--- src/rtl/hazard_pkg.sv ---
// Shared encodings and helpers for the pipeline hazard controller.
package hazard_pkg;

    // Tuse: the stage where an operand is first read. TUSE_NONE means it is not read.
    localparam logic [1:0] TUSE_D    = 2'd0;
    localparam logic [1:0] TUSE_E    = 2'd1;
    localparam logic [1:0] TUSE_M    = 2'd2;
    localparam logic [1:0] TUSE_NONE = 2'd3;

    // Tnew: cycles after entering E until the result can be forwarded.
    localparam logic [1:0] TNEW_JAL  = 2'd0;
    localparam logic [1:0] TNEW_ALU  = 2'd1;
    localparam logic [1:0] TNEW_LOAD = 2'd2;

    // Forwarding mux selects. FWD_E is only meaningful on the D-stage muxes.
    localparam logic [1:0] FWD_GRF = 2'd0;
    localparam logic [1:0] FWD_W   = 2'd1;
    localparam logic [1:0] FWD_M   = 2'd2;
    localparam logic [1:0] FWD_E   = 2'd3;

    // Default HI/LO unit latencies, counted from the cycle after E.
    localparam int MULT_CYC_DEF = 5;
    localparam int DIV_CYC_DEF  = 10;

    // Shadow of the ID/EX pipeline register.
    typedef struct packed {
        logic [4:0] dst;
        logic [1:0] tnew;
        logic [4:0] rs;
        logic [4:0] rt;
        logic       start;
        logic       op;
    } e_stage_t;

    // Shadow of the EX/MEM pipeline register.
    typedef struct packed {
        logic [4:0] dst;
        logic [1:0] tnew;
        logic [4:0] rt;
    } m_stage_t;

    // Tnew counts down as the instruction advances, but never below zero.
    function automatic logic [1:0] sat_dec(input logic [1:0] t);
        return (t == 2'd0) ? 2'd0 : t - 2'd1;
    endfunction

    // $0 is hard-wired, so it never produces a dependency.
    function automatic logic reg_match(input logic [4:0] r, input logic [4:0] dst);
        return (r != 5'd0) && (r == dst);
    endfunction

endpackage

--- src/rtl/pipe_hazard_ctrl_if.sv ---
// Bundle between the pipeline datapath and the hazard controller.
interface pipe_hazard_ctrl_if;

    // Decode-stage instruction description
    logic [4:0] D_Rs;
    logic [4:0] D_Rt;
    logic [1:0] D_TuseRs;
    logic [1:0] D_TuseRt;
    logic [4:0] D_Dst;
    logic [1:0] D_Tnew;
    logic       D_IsMD;
    logic       D_MDStart;
    logic       D_MDOp;

    // Pipeline control back to the datapath
    logic       Stall;
    logic [1:0] FwdD_Rs;
    logic [1:0] FwdD_Rt;
    logic [1:0] FwdE_Rs;
    logic [1:0] FwdE_Rt;
    logic       FwdM_Rt;
    logic       MD_Busy;

    // Datapath side: describes the D instruction, obeys stall/forward controls.
    modport master (
        output D_Rs, D_Rt, D_TuseRs, D_TuseRt, D_Dst, D_Tnew,
               D_IsMD, D_MDStart, D_MDOp,
        input  Stall, FwdD_Rs, FwdD_Rt, FwdE_Rs, FwdE_Rt, FwdM_Rt, MD_Busy
    );

    // Controller side.
    modport slave (
        input  D_Rs, D_Rt, D_TuseRs, D_TuseRt, D_Dst, D_Tnew,
               D_IsMD, D_MDStart, D_MDOp,
        output Stall, FwdD_Rs, FwdD_Rt, FwdE_Rs, FwdE_Rt, FwdM_Rt, MD_Busy
    );

endinterface

--- src/rtl/md_busy_timer.sv ---
// HI/LO multiply/divide busy timer.
//
//   state  | meaning
//   -------+-------------------------------------------------------------
//   IDLE   | unit free; busy only if a start is sitting in E this cycle
//   BUSY   | down-counter running; leaves on the edge where cnt is 1
module md_busy_timer
    import hazard_pkg::*;
#(
    parameter int MULT_CYC = MULT_CYC_DEF,
    parameter int DIV_CYC  = DIV_CYC_DEF
) (
    input  logic clk,
    input  logic rst_n,
    input  logic start,
    input  logic op,
    output logic busy
);

    localparam int CYC_MAX = (MULT_CYC > DIV_CYC) ? MULT_CYC : DIV_CYC;
    localparam int CW      = $clog2(CYC_MAX + 1);

    localparam logic [CW-1:0] MULT_LOAD = CW'(MULT_CYC);
    localparam logic [CW-1:0] DIV_LOAD  = CW'(DIV_CYC);
    localparam logic [CW-1:0] CNT_ONE   = CW'(1);

    localparam logic [0:0] S_IDLE = 1'b0;
    localparam logic [0:0] S_BUSY = 1'b1;

    logic [0:0]    state;
    logic [CW-1:0] cnt;

    // Load the latency on a start, count down to the terminal value while busy.
    always_ff @(posedge clk or negedge rst_n) begin
        if (!rst_n) begin
            state <= S_IDLE;
            cnt   <= '0;
        end else if (state == S_IDLE) begin
            if (start) begin
                state <= S_BUSY;
                cnt   <= op ? DIV_LOAD : MULT_LOAD;
            end
        end else begin
            cnt <= cnt - CNT_ONE;
            if (cnt == CNT_ONE) begin
                state <= S_IDLE;
            end
        end
    end

    // The start cycle itself already counts as busy, so dependants stall at once.
    assign busy = start || (state == S_BUSY);

endmodule

--- src/rtl/pipe_hazard_ctrl.sv ---
// Central stall/forward controller for the 5-stage pipeline. Mirrors dst/Tnew
// of the E, M and W pipeline registers and derives every stall and bypass
// select from that shadow plus the instruction currently in D.
module pipe_hazard_ctrl
    import hazard_pkg::*;
#(
    parameter int MULT_CYC = MULT_CYC_DEF,
    parameter int DIV_CYC  = DIV_CYC_DEF
) (
    input  logic               clk,
    input  logic               rst_n,
    pipe_hazard_ctrl_if.slave  hz
);

    e_stage_t   e_q;
    m_stage_t   m_q;
    logic [4:0] w_dst;

    logic stall;
    logic stall_data;
    logic stall_md;
    logic md_busy;

    logic [1:0] fwd_d_rs;
    logic [1:0] fwd_d_rt;
    logic [1:0] fwd_e_rs;
    logic [1:0] fwd_e_rt;
    logic       fwd_m_rt;

    // A stalled D instruction must not start the unit, so the timer watches E.
    md_busy_timer #(
        .MULT_CYC (MULT_CYC),
        .DIV_CYC  (DIV_CYC)
    ) u_md_timer (
        .clk   (clk),
        .rst_n (rst_n),
        .start (e_q.start),
        .op    (e_q.op),
        .busy  (md_busy)
    );

    // Operand s stalls D if its producer cannot deliver before s is needed.
    function automatic logic operand_stall(
        input logic [4:0] src,
        input logic [1:0] tuse,
        input logic [4:0] e_dst,
        input logic [1:0] e_tnew,
        input logic [4:0] m_dst,
        input logic [1:0] m_tnew
    );
        if (tuse == TUSE_NONE) begin
            return 1'b0;
        end
        return (reg_match(src, e_dst) && (e_tnew > tuse)) ||
               (reg_match(src, m_dst) && (m_tnew > tuse));
    endfunction

    // Youngest ready producer wins; E only ever holds a ready value for jal (PC8).
    function automatic logic [1:0] fwd_d_sel(
        input logic [4:0] src,
        input logic [4:0] e_dst,
        input logic [1:0] e_tnew,
        input logic [4:0] m_dst,
        input logic [1:0] m_tnew,
        input logic [4:0] wb_dst
    );
        if (reg_match(src, e_dst) && (e_tnew == 2'd0)) begin
            return FWD_E;
        end else if (reg_match(src, m_dst) && (m_tnew == 2'd0)) begin
            return FWD_M;
        end else if (reg_match(src, wb_dst)) begin
            return FWD_W;
        end
        return FWD_GRF;
    endfunction

    // E-stage bypass: M if its result is ready, else W, else the pipe register.
    function automatic logic [1:0] fwd_e_sel(
        input logic [4:0] src,
        input logic [4:0] m_dst,
        input logic [1:0] m_tnew,
        input logic [4:0] wb_dst
    );
        if (reg_match(src, m_dst) && (m_tnew == 2'd0)) begin
            return FWD_M;
        end else if (reg_match(src, wb_dst)) begin
            return FWD_W;
        end
        return FWD_GRF;
    endfunction

    // Advance the shadow scoreboard; a stall turns the E slot into a bubble.
    always_ff @(posedge clk or negedge rst_n) begin
        if (!rst_n) begin
            e_q   <= '0;
            m_q   <= '0;
            w_dst <= '0;
        end else begin
            if (stall) begin
                e_q <= '0;
            end else begin
                e_q <= '{
                    dst:   hz.D_Dst,
                    tnew:  hz.D_Tnew,
                    rs:    hz.D_Rs,
                    rt:    hz.D_Rt,
                    start: hz.D_MDStart,
                    op:    hz.D_MDOp
                };
            end
            m_q <= '{
                dst:  e_q.dst,
                tnew: sat_dec(e_q.tnew),
                rt:   e_q.rt
            };
            w_dst <= m_q.dst;
        end
    end

    // Stall and forward decisions, purely combinational on shadow and D inputs.
    always_comb begin
        stall_data = 1'b0;
        stall_md   = 1'b0;
        fwd_d_rs   = FWD_GRF;
        fwd_d_rt   = FWD_GRF;
        fwd_e_rs   = FWD_GRF;
        fwd_e_rt   = FWD_GRF;
        fwd_m_rt   = 1'b0;

        stall_data = operand_stall(hz.D_Rs, hz.D_TuseRs, e_q.dst, e_q.tnew, m_q.dst, m_q.tnew) ||
                     operand_stall(hz.D_Rt, hz.D_TuseRt, e_q.dst, e_q.tnew, m_q.dst, m_q.tnew);
        stall_md   = hz.D_IsMD && md_busy;

        fwd_d_rs = fwd_d_sel(hz.D_Rs, e_q.dst, e_q.tnew, m_q.dst, m_q.tnew, w_dst);
        fwd_d_rt = fwd_d_sel(hz.D_Rt, e_q.dst, e_q.tnew, m_q.dst, m_q.tnew, w_dst);
        fwd_e_rs = fwd_e_sel(e_q.rs, m_q.dst, m_q.tnew, w_dst);
        fwd_e_rt = fwd_e_sel(e_q.rt, m_q.dst, m_q.tnew, w_dst);
        fwd_m_rt = reg_match(m_q.rt, w_dst);
    end

    assign stall = stall_data || stall_md;

    assign hz.Stall   = stall;
    assign hz.FwdD_Rs = fwd_d_rs;
    assign hz.FwdD_Rt = fwd_d_rt;
    assign hz.FwdE_Rs = fwd_e_rs;
    assign hz.FwdE_Rt = fwd_e_rt;
    assign hz.FwdM_Rt = fwd_m_rt;
    assign hz.MD_Busy = md_busy;

endmodule

--- src/flat_wrapper.sv ---
// flat-port wrapper written by rule: the top's interface ports become plain ports
module pipe_hazard_ctrl_flat import hazard_pkg::*;
#(
    parameter int MULT_CYC = MULT_CYC_DEF,
    parameter int DIV_CYC  = DIV_CYC_DEF
)
  (clk, rst_n, hz_D_Rs, hz_D_Rt, hz_D_TuseRs, hz_D_TuseRt, hz_D_Dst, hz_D_Tnew, hz_D_IsMD, hz_D_MDStart, hz_D_MDOp, hz_Stall, hz_FwdD_Rs, hz_FwdD_Rt, hz_FwdE_Rs, hz_FwdE_Rt, hz_FwdM_Rt, hz_MD_Busy);
  pipe_hazard_ctrl_if hz_i ();
  input  logic clk;
  input  logic rst_n;
  input wire logic [$bits(hz_i.D_Rs)-1:0] hz_D_Rs;
  input wire logic [$bits(hz_i.D_Rt)-1:0] hz_D_Rt;
  input wire logic [$bits(hz_i.D_TuseRs)-1:0] hz_D_TuseRs;
  input wire logic [$bits(hz_i.D_TuseRt)-1:0] hz_D_TuseRt;
  input wire logic [$bits(hz_i.D_Dst)-1:0] hz_D_Dst;
  input wire logic [$bits(hz_i.D_Tnew)-1:0] hz_D_Tnew;
  input wire logic [$bits(hz_i.D_IsMD)-1:0] hz_D_IsMD;
  input wire logic [$bits(hz_i.D_MDStart)-1:0] hz_D_MDStart;
  input wire logic [$bits(hz_i.D_MDOp)-1:0] hz_D_MDOp;
  output wire logic [$bits(hz_i.Stall)-1:0] hz_Stall;
  output wire logic [$bits(hz_i.FwdD_Rs)-1:0] hz_FwdD_Rs;
  output wire logic [$bits(hz_i.FwdD_Rt)-1:0] hz_FwdD_Rt;
  output wire logic [$bits(hz_i.FwdE_Rs)-1:0] hz_FwdE_Rs;
  output wire logic [$bits(hz_i.FwdE_Rt)-1:0] hz_FwdE_Rt;
  output wire logic [$bits(hz_i.FwdM_Rt)-1:0] hz_FwdM_Rt;
  output wire logic [$bits(hz_i.MD_Busy)-1:0] hz_MD_Busy;
  assign hz_i.D_Rs = hz_D_Rs;
  assign hz_i.D_Rt = hz_D_Rt;
  assign hz_i.D_TuseRs = hz_D_TuseRs;
  assign hz_i.D_TuseRt = hz_D_TuseRt;
  assign hz_i.D_Dst = hz_D_Dst;
  assign hz_i.D_Tnew = hz_D_Tnew;
  assign hz_i.D_IsMD = hz_D_IsMD;
  assign hz_i.D_MDStart = hz_D_MDStart;
  assign hz_i.D_MDOp = hz_D_MDOp;
  assign hz_Stall = hz_i.Stall;
  assign hz_FwdD_Rs = hz_i.FwdD_Rs;
  assign hz_FwdD_Rt = hz_i.FwdD_Rt;
  assign hz_FwdE_Rs = hz_i.FwdE_Rs;
  assign hz_FwdE_Rt = hz_i.FwdE_Rt;
  assign hz_FwdM_Rt = hz_i.FwdM_Rt;
  assign hz_MD_Busy = hz_i.MD_Busy;
  pipe_hazard_ctrl #(.MULT_CYC(MULT_CYC), .DIV_CYC(DIV_CYC)) u_core (.clk(clk), .rst_n(rst_n), .hz(hz_i));
endmodule
--- config.mk ---
export PLATFORM = sky130hd
export DESIGN_NAME = pipe_hazard_ctrl_flat
export DESIGN_NICKNAME = d
export VERILOG_FILES = /design/src/rtl/hazard_pkg.sv /design/src/rtl/pipe_hazard_ctrl_if.sv /design/src/rtl/md_busy_timer.sv /design/src/rtl/pipe_hazard_ctrl.sv /design/src/flat_wrapper.sv
export SDC_FILE = /design/constraint.sdc
export NUM_CORES = 1
export LEC_CHECK = 0
export BUFFER_PORTS_ARGS = -buffer_cell sky130_fd_sc_hd__buf_4
export CAP_MARGIN = 20
export CORE_MARGIN = 2
export CORE_UTILIZATION = 45
export DETAILED_ROUTE_END_ITERATION = 12
export PLACE_DENSITY = 0.67
export SLEW_MARGIN = 30
export SYNTH_ARGS = -nofsm -noshare
export SYNTH_HDL_FRONTEND = slang
export SYNTH_SLANG_ARGS = --single-unit
--- constraint.sdc ---
create_clock -name clk -period 5.8 [get_ports clk]
set_clock_uncertainty 0.15 [all_clocks]
set_input_delay 1.16 -clock clk [delete_from_list [all_inputs] [get_ports clk]]
set_output_delay 1.16 -clock clk [all_outputs]
set_load 0.05 [all_outputs]
## Yosys cells after proc, flatten, opt, wreduce, memory -nomap -nowiden

Cells that the tools add are included.

- Register bits after elaboration: 41
- Bits of input ports: 26
- Output and inout bits: 11
- Logic and storage cells: 105

- Add/subtract/negate cells: 2
- Magnitude comparators: 4
- Eq/ne operators: 14
- Muxes and demuxes: 38
- Reductions and logical operators: 35

Operators by type and width:

| cell | count |
|---|---|
| equality test 5 bit | 11 |
| two-way mux 2 bit | 15 |
| nonzero test 5 bit | 5 |
| logical AND 1 bit | 22 |
| two-way mux 1 bit | 19 |
| two-way mux 19 bit | 1 |
| two-way mux 4 bit | 3 |
| > comparator 2 bit | 4 |
| logical OR 1 bit | 5 |
| equality test 2 bit, second input constant | 2 |
| equality test 4 x 1 -> 1 bit, second input constant | 1 |
| zero test 2 bit | 2 |
| subtractor 4 x 1 -> 4 bit, second input constant | 1 |
| nonzero test 2 bit | 1 |
| subtractor 2 x 1 -> 2 bit, second input constant | 1 |

## Longest topological paths before layout

Gate-level depths: netlist of the first run.

- Depth in word-level cells: 8
- Depth in mapped cells: 8
- Gate-level depth less buffers: 7

## Cells and area by module

Synthesis of the first run repeated with hierarchy kept, for this count alone.

- Cells, all modules: 252
- Area total of the unflattened synthesis: 2,421.1 um2

Modules (own cells, without submodules):

| module | instances | cells each | area an instance (um2) | seq. area each (um2) |
|---|---|---|---|---|
| pipe_hazard_ctrl | 1 | 221 | 2,124.5 | 900.9 |
| md_busy_timer | 1 | 31 | 296.5 | 125.1 |

## Worst setup path before layout of the first run

Ideal clock, no wire load.

- Path type: input -> output
- From: input port hz_D_Rs[2]
- To: output port hz_FwdD_Rs[1]
- Arrival time: 3,380 ps
- Required time: 4,490 ps
- Slack: 1,110 ps
- Stages on the path: 5
- Buffers on the path: 1
- Cell sequence: clkbuf_1 xor2_1 nor3_1 nand2_1 o41ai_1

- Cells in the longest elaborated chain, start to end: 6
- Elaborated cells on any way between the ends: 15
- Those cells by class: eq/ne (3); mux (6); reduce/logical (6)

RTL lines:

| what | RTL line | text |
|---|---|---|
| from (decl) | flat_wrapper.sv:11 | `input wire logic [$bits(hz_i.D_Rs)-1:0] hz_D_Rs;` |
| equality test 5 bit or nonzero test 5 bit (tied branches) | hazard_pkg.sv:49 | `return (r != 5'd0) && (r == dst);` |
| logical AND 1 bit | hazard_pkg.sv:49 |  |
| two-way mux 1 bit or logical AND 1 bit (tied branches) | pipe_hazard_ctrl.sv:71, pipe_hazard_ctrl.sv:69 |  |
| two-way mux 1 bit or two-way mux 2 bit (tied branches) | pipe_hazard_ctrl.sv:69 | `end else if (reg_match(src, m_dst) && (m_tnew == 2'd0)) begin` |
| two-way mux 1 bit or two-way mux 2 bit (tied branches) | pipe_hazard_ctrl.sv:67 | `if (reg_match(src, e_dst) && (e_tnew == 2'd0)) begin` |
| two-way mux 2 bit (*) | pipe_hazard_ctrl.sv:74 | `return FWD_GRF;` |
| to (decl) | flat_wrapper.sv:21 | `output wire logic [$bits(hz_i.FwdD_Rs)-1:0] hz_FwdD_Rs;` |

Every way passes the cells marked *; elsewhere a longest branch is shown, timed or not.

## Worst setup path in the final report of the first run

- From: input port hz_D_Rs[3]
- To: output port hz_Stall

- Cells in the longest elaborated chain, start to end: 7
- Elaborated cells on any way between the ends: 11
- Those cells by class: eq/ne (2); mux (1); reduce/logical (8)

RTL lines:

| what | RTL line | text |
|---|---|---|
| equality test 5 bit or nonzero test 5 bit (tied branches) | hazard_pkg.sv:49 |  |
| logical AND 1 bit | hazard_pkg.sv:49 |  |
| logical AND 1 bit, on equally long branches | pipe_hazard_ctrl.sv:54, pipe_hazard_ctrl.sv:55 |  |
| logical OR 1 bit (*) | pipe_hazard_ctrl.sv:54 | `return (reg_match(src, e_dst) && (e_tnew > tuse)) \|\|` |
| two-way mux 1 bit (*) | pipe_hazard_ctrl.sv:54 |  |
| logical OR 1 bit (*) | pipe_hazard_ctrl.sv:130 | `stall_data = operand_stall(hz.D_Rs, hz.D_TuseRs, e_q.dst, e_q.tnew, m_q.dst, m_q.tnew) \|\|` |
| logical OR 1 bit (*) | pipe_hazard_ctrl.sv:141 | `assign stall = stall_data \|\| stall_md;` |
| to (decl) | flat_wrapper.sv:20 | `output wire logic [$bits(hz_i.Stall)-1:0] hz_Stall;` |

Marks and branches as above.

==> insert_results.sql, run 1 <==
INSERT INTO impl_metrics (metric_group, metric, value, unit) VALUES
('clock_tree', 'h-tree-depth', '2', ''),
('cells_and_area', 'finish.net_count', '316', ''),
('hold_path', 'worstHoldStart', 'u_core.e_q[16]', ''),
('hold_path', 'min_delay_path_depth', '0', ''),
('logic_synthesis', 'synth_seq_area_share', '0.424', ''),
('run_status', 'outcome', 'finished, final reports clean', ''),
('worst_setup_path', 'r2r.worst_path.cells', '5', ''),
('logic_synthesis', 'synth.avg_cell_area', '9.67', 'um2'),
('route', 'viasPerCell', '5.15', ''),
('route', 'wl_per_cell', '14.8', 'um'),
('clock_tree', 'number_of_clock_buffers_inserted_by_tritoncts', '5', ''),
('route', 'antenna_left', '0', ''),
('floorplan', 'die_outline_height', '77.3', 'um'),
('worst_setup_path', 'ff2ff_setup_slack', '3.54', 'ns'),
('cells_and_area', 'area_growth', '17.2', '%'),
('power', 'power_frac_seq', '0.423', ''),
('sta', 'final_period_minus_worst_setup_slack', '4.39', 'ns'),
('logic_synthesis', 'async_flop_share', '1.00', ''),
('worst_setup_path', 'cp_data_arrival_time', '3.08', 'ns'),
('power', 'p_sw', '341', 'uW'),
('route', 'drt_pass1_iterations', '4', ''),
('cells_and_area', 'utilization', '0.551', ''),
('sta', 'timing.final.hold_violations', '0', ''),
('power', 'power_frac_comb', '0.312', ''),
('floorplan', 'chipWidth', '77.3', 'um'),
('floorplan', 'core', '5140', 'um2'),
('worst_setup_path', 'crit-reg2reg-launch', 'u_core.e_q[18]', ''),
('sta', 'max_clock_freq', '0.228', 'GHz'),
('power', 'irDropWorstVdd', '0.193', 'mV'),
('floorplan', 'fp-row-count', '26', ''),
('worst_setup_path', 'startpoint_type', 'input pin', ''),
('logic_synthesis', 'synth.net_count', '286', ''),
('worst_setup_path', 'cp_data_required_time', '4.49', 'ns'),
('route', 'drt_drc_violations_left', '0', ''),
('clock_tree', 'cts_sinks', '41', ''),
('global_route', 'global_route.overflow_total', '0', ''),
('global_route', 'groute.usage.overall', '0.186', ''),
('global_route', 'number_of_global_route_vias_before_repair', '1798', ''),
('sta', 'setup_repair_after_global_routing_missed_its_margin', 'no', ''),
('flow_run', 'maxCapViolCount', '0', ''),
('sta', 'worstMarginPinSlew', '0.848', 'ns'),
('clock_tree', 'holdBufCountCts', '0', ''),
('logic_synthesis', 'synth.area.top_cells', 'dfrtp_1, xnor2_1, xor2_1, ha_1, nand3_1', ''),
('global_route', 'number_of_antenna_violations_at_the_first_check_in_global_routing', '0', ''),
('route', 'via_count', '1809', ''),
('placement', 'place_congestion', '0.830', ''),
('sta', 'slew_viol_final', '0', ''),
('power', 'power_switching_share', '0.342', ''),
('logic_synthesis', 'synthDominantAreaCellType', 'dfrtp_1', ''),
('logic_synthesis', 'netlist.area_leader.share', '0.424', ''),
('clock_tree', 'insertion_delay', '0.29', 'ns'),
('worst_setup_path', 'setup_cp_type', 'in2out', ''),
('logic_synthesis', 'synth.cells.most_frequent', 'dfrtp_1, xnor2_1, nor2_1', ''),
('sta', 'slew_headroom', '0.434', ''),
('sta', 'period_share', '0.756', ''),
('logic_synthesis', 'netlist-cell-type-count', '40', ''),
('placement', 'placement.setup.worst_slack', '1.45', 'ns'),
('power', 'p_per_area', '352', 'nW/um2'),
('clock_tree', 'cts-root-buf', 'clkbuf_8', ''),
('logic_synthesis', 'netlist_instances', '250', ''),
('logic_synthesis', 'synth_area', '2420', 'um2'),
('route', 'drt_iter0_drc', '75', ''),
('clock_tree', 'clk_pin_slew', '0.07', 'ns'),
('logic_synthesis', 'ys_ff_latch', '41', ''),
('floorplan', 'initial_utilization', '0.471', ''),
('power', 'clkPwrFrac', '0.265', ''),
('cells_and_area', 'layout_cells_sized_above_1', '0.189', ''),
('logic_synthesis', 'yosysWarnings', '0', ''),
('hold_path', 'timing.hold.worst_endpoint', 'u_core.m_q[9]', ''),
('sta', 'setup_viol', '0', ''),
('sta', 'fin_setup_tns', '0', 'ns');
==> layout make-up <==
| class | instances | area (um2) |
|---|---|---|
| Fill cell | 502 | 2310 |
| Clock buffer | 5 | 68.8 |
| Tap cell | 70 | 87.6 |
| Multi-Input combinational cell | 184 | 1260 |
| Clock inverter | 3 | 65.1 |
| Sequential cell | 41 | 1030 |
| Inverter | 10 | 37.5 |
| Timing Repair Buffer | 38 | 285 |
==> cells in the final DEF, fill, tap and decap left out, types with 2 or more instances in the layout <==
| cell | instances |
|---|---|
| a222oi_1 | 2 |
| bufinv_16 | 2 |
| xor2_1 | 21 |
| nand2b_1 | 3 |
| nand3_1 | 25 |
| clkbuf_8 | 5 |
| buf_4 | 38 |
| o21ai_0 | 7 |
| nor2_1 | 27 |
| nor4_1 | 6 |
| nand2_1 | 7 |
| xnor2_1 | 33 |
| nor3_1 | 9 |
| or4_1 | 3 |
| nand4_1 | 3 |
| inv_1 | 10 |
| a21oi_1 | 6 |
| nor2b_1 | 2 |
| dfrtp_1 | 41 |
| ha_1 | 10 |
| or4_4 | 2 |
==> per-stage QoR <==
stage	total power, uW	hold slack, ns	instance area [um2]	instances
after floorplan	653	0.202	2420	250
after global placement	734	0.305	2700	343
after detailed placement	740	0.304	2700	343
after CTS	1010	0.320	2830	351
after global routing	1060	0.342	2830	351
final	997	0.317	2830	351
==> layer usage <==
metal	global-route usage	share of wire	vias up
met5	0	0	-
met4	0.0696	0.012	0
met3	0.0306	0.033	5
met2	0.300	0.46	29
met1	0.252	0.49	865
li1	-	-	910
==> worst max-delay path, cell delays in order <==
cell and delay, ns:
buf_4 0.12, or4_1 0.11, nor2_1 0.06, or4_4 0.55, o21ai_2 0.68, nand3b_1 0.20, buf_4 0.20
==> logic make-up (layout without fill, tap and decap cells) <==
group / Yosys count / count (layout) / share of synthesized area
AND/OR/NAND/NOR: 93 / 93 / 0.195
buffers and inverters: 25 / 56 / 0.0533
AO/OA/AOI/OAI: 26 / 26 / 0.0761
adder cells (fa/ha/maj): 10 / 10 / 0.0517
XOR/XNOR: 54 / 54 / 0.196
flip-flops: 41 / 41 / 0.424
multiplexers: 1 / 1 / 0.00414
==> sequential cells by signal, indices dropped and copies added (netlist names) <==
| register | count |
|---|---|
| u_core.u_md_timer.cnt | 4 |
| u_core.w_dst | 5 |
| u_core.e_q | 19 |
| u_core.u_md_timer.state | 1 |
| u_core.m_q | 12 |
==> how the worst max path moves through the flow <==
stage                    end  slack, ns  startpoint  depth (start not counted)
6_report            hz_Stall       1.41  hz_D_Rs[3]                          7
5_1_grt             hz_Stall       1.30  hz_D_Rs[0]                          7
4_1_cts             hz_Stall       1.42  hz_D_Rs[3]                          7
3_5_place_dp        hz_Stall       1.45  hz_D_Rs[3]                          7
3_3_place_gp        hz_Stall       1.46  hz_D_Rs[4]                          7
2_1_floorplan  hz_FwdD_Rs[1]       1.11  hz_D_Rs[2]                          5
==> power groups by stage <==
stage	Sequential, uW	Clock (uW)	Combinational [uW]
2_1_floorplan	385	0	269
3_3_place_gp	426	0	308
3_5_place_dp	426	0	314
4_1_cts	421	271	315
5_1_grt	430	281	352
6_report	421	264	311
Power figures use the tool's default switching activity.
==> run 2: changes to the inputs <==
--- a/config.mk
+++ b/config.mk
@@ -5,12 +5,13 @@
 export SDC_FILE = /design/constraint.sdc
 export NUM_CORES = 1
 export LEC_CHECK = 0
+export ABC_AREA = 1
 export BUFFER_PORTS_ARGS = -buffer_cell sky130_fd_sc_hd__buf_4
 export CAP_MARGIN = 20
 export CORE_MARGIN = 2
 export CORE_UTILIZATION = 45
 export DETAILED_ROUTE_END_ITERATION = 12
-export PLACE_DENSITY = 0.67
+export PLACE_DENSITY = 0.66
 export SLEW_MARGIN = 30
 export SYNTH_ARGS = -nofsm -noshare
 export SYNTH_HDL_FRONTEND = slang
==> constraint.sdc (replaced) <==
create_clock -name clk -period 4.4 [get_ports clk]
set_clock_uncertainty 0.15 [all_clocks]
set_input_delay 0.88 -clock clk [delete_from_list [all_inputs] [get_ports clk]]
set_output_delay 0.88 -clock clk [all_outputs]
set_load 0.05 [all_outputs]
==> insert_results.sql, run 2 <==
INSERT INTO impl_metrics (metric_group, metric, value, unit) VALUES
('logic_synthesis', 'ys_ff_latch', '41', ''),
('power', 'p_per_area', '423', 'nW/um2'),
('logic_synthesis', 'synth.area.top_cells', 'dfrtp_1, xnor2_1, nand2_1, xor2_1, nor2_2', ''),
('clock_tree', 'h-tree-depth', '2', ''),
('clock_tree', 'cts_repair_resize_count', '0', ''),
('cells_and_area', 'area_growth', '16.1', '%'),
('cells_and_area', 'leading_cell_type_in_the_layout_fill_and_taps_excluded', 'nand2_1', ''),
('route', 'drt_pass1_iterations', '4', ''),
('logic_synthesis', 'synth.net_count', '328', ''),
('logic_synthesis', 'netlist-cell-type-count', '28', ''),
('flow_run', 'maxCapViolCount', '0', ''),
('logic_synthesis', 'synth_seq_area_share', '0.411', ''),
('floorplan', 'top_level_ports', '37', ''),
('global_route', 'number_of_antenna_violations_at_the_first_check_in_global_routing', '0', ''),
('cells_and_area', 'finish.net_count', '364', ''),
('floorplan', 'area_of_the_die', '6150', 'um2'),
('logic_synthesis', 'synth_area', '2490', 'um2'),
('logic_synthesis', 'netlist_instances', '292', ''),
('logic_synthesis', 'post_synth_edffs', '0', ''),
('sta', 'final_period_minus_worst_setup_slack', '3.09', 'ns'),
('logic_synthesis', 'synth_most_common_cell', 'nand2_1', ''),
('cells_and_area', 'layout_top_registers', 'u_core.e_q: 19 flops, u_core.m_q: 12 flops, u_core.w_dst: 5 flops', ''),
('cells_and_area', 'antenna_cells_inserted', '0', ''),
('sta', 'fin_worst_hold_slack', '0.285', 'ns'),
('power', 'p_total', '1220', 'uW'),
('worst_setup_path', 'startpoint_type', 'input pin', ''),
('worst_setup_path', 'cp_data_arrival_time', '2.06', 'ns'),
('global_route', 'wire_length_of_the_first_global_routing_pass', '9130', 'um'),
('logic_synthesis', 'synth.avg_cell_area', '8.54', 'um2'),
('sta', 'setup_repair_after_global_routing_missed_its_margin', 'no', ''),
('cells_and_area', 'commonest_cells_after_routing_fill_and_taps_aside', 'nand2_1, dfrtp_1, inv_1, buf_4, xnor2_1', ''),
('sta', 'setup_viol', '0', ''),
('logic_synthesis', 'netlist.area_leader.share', '0.411', ''),
('placement', 'placement.setup.worst_slack', '1.33', 'ns'),
('route', 'wirelength_routed', '5100', 'um'),
('worst_setup_path', 'cp_data_required_time', '3.37', 'ns'),
('sta', 'slew_viol_final', '0', ''),
('placement', 'place_congestion', '0.825', ''),
('worst_setup_path', 'crit-reg2reg-launch', 'u_core.e_q[12]', ''),
('floorplan', 'initial_utilization', '0.458', ''),
('sta', 'max_clock_freq', '0.324', 'GHz'),
('global_route', 'number_of_global_route_vias_before_repair', '1905', ''),
('run_status', 'outcome', 'finished, final reports clean', ''),
('worst_setup_path', 'setup_cp_type', 'in2out', ''),
('route', 'wl_per_cell', '12.7', 'um'),
('clock_tree', 'cts_post_setup_buffers_inserted', '0', ''),
('worst_setup_path', 'critPathMaxFanout', '2', ''),
('clock_tree', 'clk_pin_slew', '0.08', 'ns'),
('clock_tree', 'holdBufCountCts', '0', ''),
('sta', 'period_share', '0.701', ''),
('worst_setup_path', 'r2r.worst_path.cells', '9', ''),
('sta', 'slew_headroom', '0.654', ''),
('logic_synthesis', 'yosysWarnings', '0', ''),
('floorplan', 'fp-row-count', '27', ''),
('floorplan', 'core', '5440', 'um2'),
('cells_and_area', 'area.sequential', '1030', 'um2'),
('placement', 'dp_hpwl', '3950', 'um'),
('cells_and_area', 'largest_register_ffs', '19', ''),
('sta', 'fin_setup_tns', '0', 'ns'),
('cells_and_area', 'layout_cells_sized_above_1', '0.274', ''),
('route', 'drt_drc_violations_left', '0', ''),
('logic_synthesis', 'synthDominantAreaCellType', 'dfrtp_1', ''),
('worst_setup_path', 'worst_reg2reg_path_endpoint', 'u_core.e_q[4]', ''),
('placement', 'port_buffers', '36', ''),
('logic_synthesis', 'synth.cells.most_frequent', 'nand2_1, dfrtp_1, inv_1', ''),
('floorplan', 'die_outline_height', '78.4', 'um'),
('route', 'drt_iter0_drc', '105', ''),
('worst_setup_path', 'cp-startpoint', 'hz_D_TuseRs[1]', ''),
('cells_and_area', 'register_with_the_most_flip_flops', 'u_core.e_q', ''),
('worst_setup_path', 'cp-end-kind', 'primary output', ''),
('sta', 'setup_slack', '1.31', 'ns'),
('route', 'viasPerCell', '4.80', ''),
('clock_tree', 'number_of_clock_buffers_inserted_by_tritoncts', '5', ''),
('clock_tree', 'insertion_delay', '0.29', 'ns'),
('hold_path', 'hold_path.class', 'reg2reg', ''),
('global_route', 'global_route.overflow_total', '0', ''),
('logic_synthesis', 'async_flop_share', '1.00', ''),
('global_route', 'grt_start_max_net_pins', '42', ''),
('power', 'leakagePower', '0.00147', 'uW'),
('cells_and_area', 'area_of_combinational_cells_with_multiple_inputs', '1240', 'um2'),
('worst_setup_path', 'crit_path_end', 'hz_Stall', ''),
('clock_tree', 'tritoncts', 'done', ''),
('floorplan', 'chipWidth', '78.4', 'um'),
('logic_synthesis', 'synth_ff_type', 'dfrtp_1', ''),
('route', 'antenna_left', '0', ''),
('worst_setup_path', 'ff2ff_setup_slack', '2.46', 'ns'),
('sta', 'worstMarginPinSlew', '0.518', 'ns'),
('power', 'irDropWorstVdd', '0.218', 'mV'),
('cells_and_area', 'fillCellCount', '529', ''),
('global_route', 'groute.usage.overall', '0.190', ''),
('clock_tree', 'cts-root-buf', 'clkbuf_8', ''),
('route', 'via_count', '1924', ''),
('clock_tree', 'ctsLongestPathBuffers', '2', ''),
('sta', 'timing.final.hold_violations', '0', ''),
('clock_tree', 'cts_sinks', '41', '');
run 2: report_power, final:
part | switching (uW) | leakage (uW) | total, uW | internal [uW]
clock | 130 | 0.0000439 | 240 | 109
combinational | 268 | 0.000907 | 452 | 184
sequential | 83.8 | 0.000518 | 531 | 447
total | 482 | 0.00147 | 1220 | 741
run 2: worst min path at each step:
stage                           end  slack, ns  cells past startpoint     startpoint
global placement      u_core.m_q[0]       0.26                      0  u_core.e_q[2]
finish                u_core.m_q[0]       0.28                      0  u_core.e_q[2]
global route          u_core.m_q[1]       0.29                      0  u_core.e_q[3]
CTS                   u_core.m_q[0]       0.29                      0  u_core.e_q[2]
floorplan           u_core.w_dst[2]       0.22                      0  u_core.m_q[9]
detailed placement    u_core.m_q[0]       0.27                      0  u_core.e_q[2]
run 2: cell type report:
type,instances,area share
Multi-Input combinational cell,196,0.428
Timing Repair Buffer,37,0.0960
Clock buffer,5,0.0238
Tap cell,72,0.0311
Inverter,47,0.0610
Sequential cell,41,0.355
Clock inverter,3,0.00605
run 2: cells by family (layout without fill, tap and decap cells):
| family | Yosys count | after routing | synth area share |
|---|---|---|---|
| xor+xnor | 44 | 44 | 0.155 |
| compound gates | 22 | 22 | 0.0512 |
| simple gates | 120 | 120 | 0.240 |
| flops | 41 | 41 | 0.411 |
| buf+inv | 55 | 92 | 0.0923 |
| fa+ha+maj | 10 | 10 | 0.0502 |
run 2: metal layers:
| layer | GRT usage | wire [um] | vias to the layer above |
|---|---|---|---|
| li1 | - | - | 972 |
| met1 | 0.240 | 2240 | 912 |
| met2 | 0.326 | 2570 | 32 |
| met3 | 0.0356 | 180 | 8 |
| met4 | 0.0632 | 111 | 0 |
| met5 | 0 | 0 | - |
run 2: critical path, stage by stage:
cell and delay (ns):
buf_4 0.08, inv_1 0.04, ha_1 0.29, a21oi_1 0.07, a21oi_1 0.17, nand3_2 0.10
nand2_2 0.08, nand2_2 0.05, nand3_2 0.08, buf_4 0.20
run 2: metrics by stage:
step,util,instances,area (um2)
after floorplan,-,292,2490
after global placement,0.516,393,2810
after detailed placement,0.516,393,2810
after CTS,0.532,401,2890
after global routing,0.532,401,2890
final,0.532,401,2890
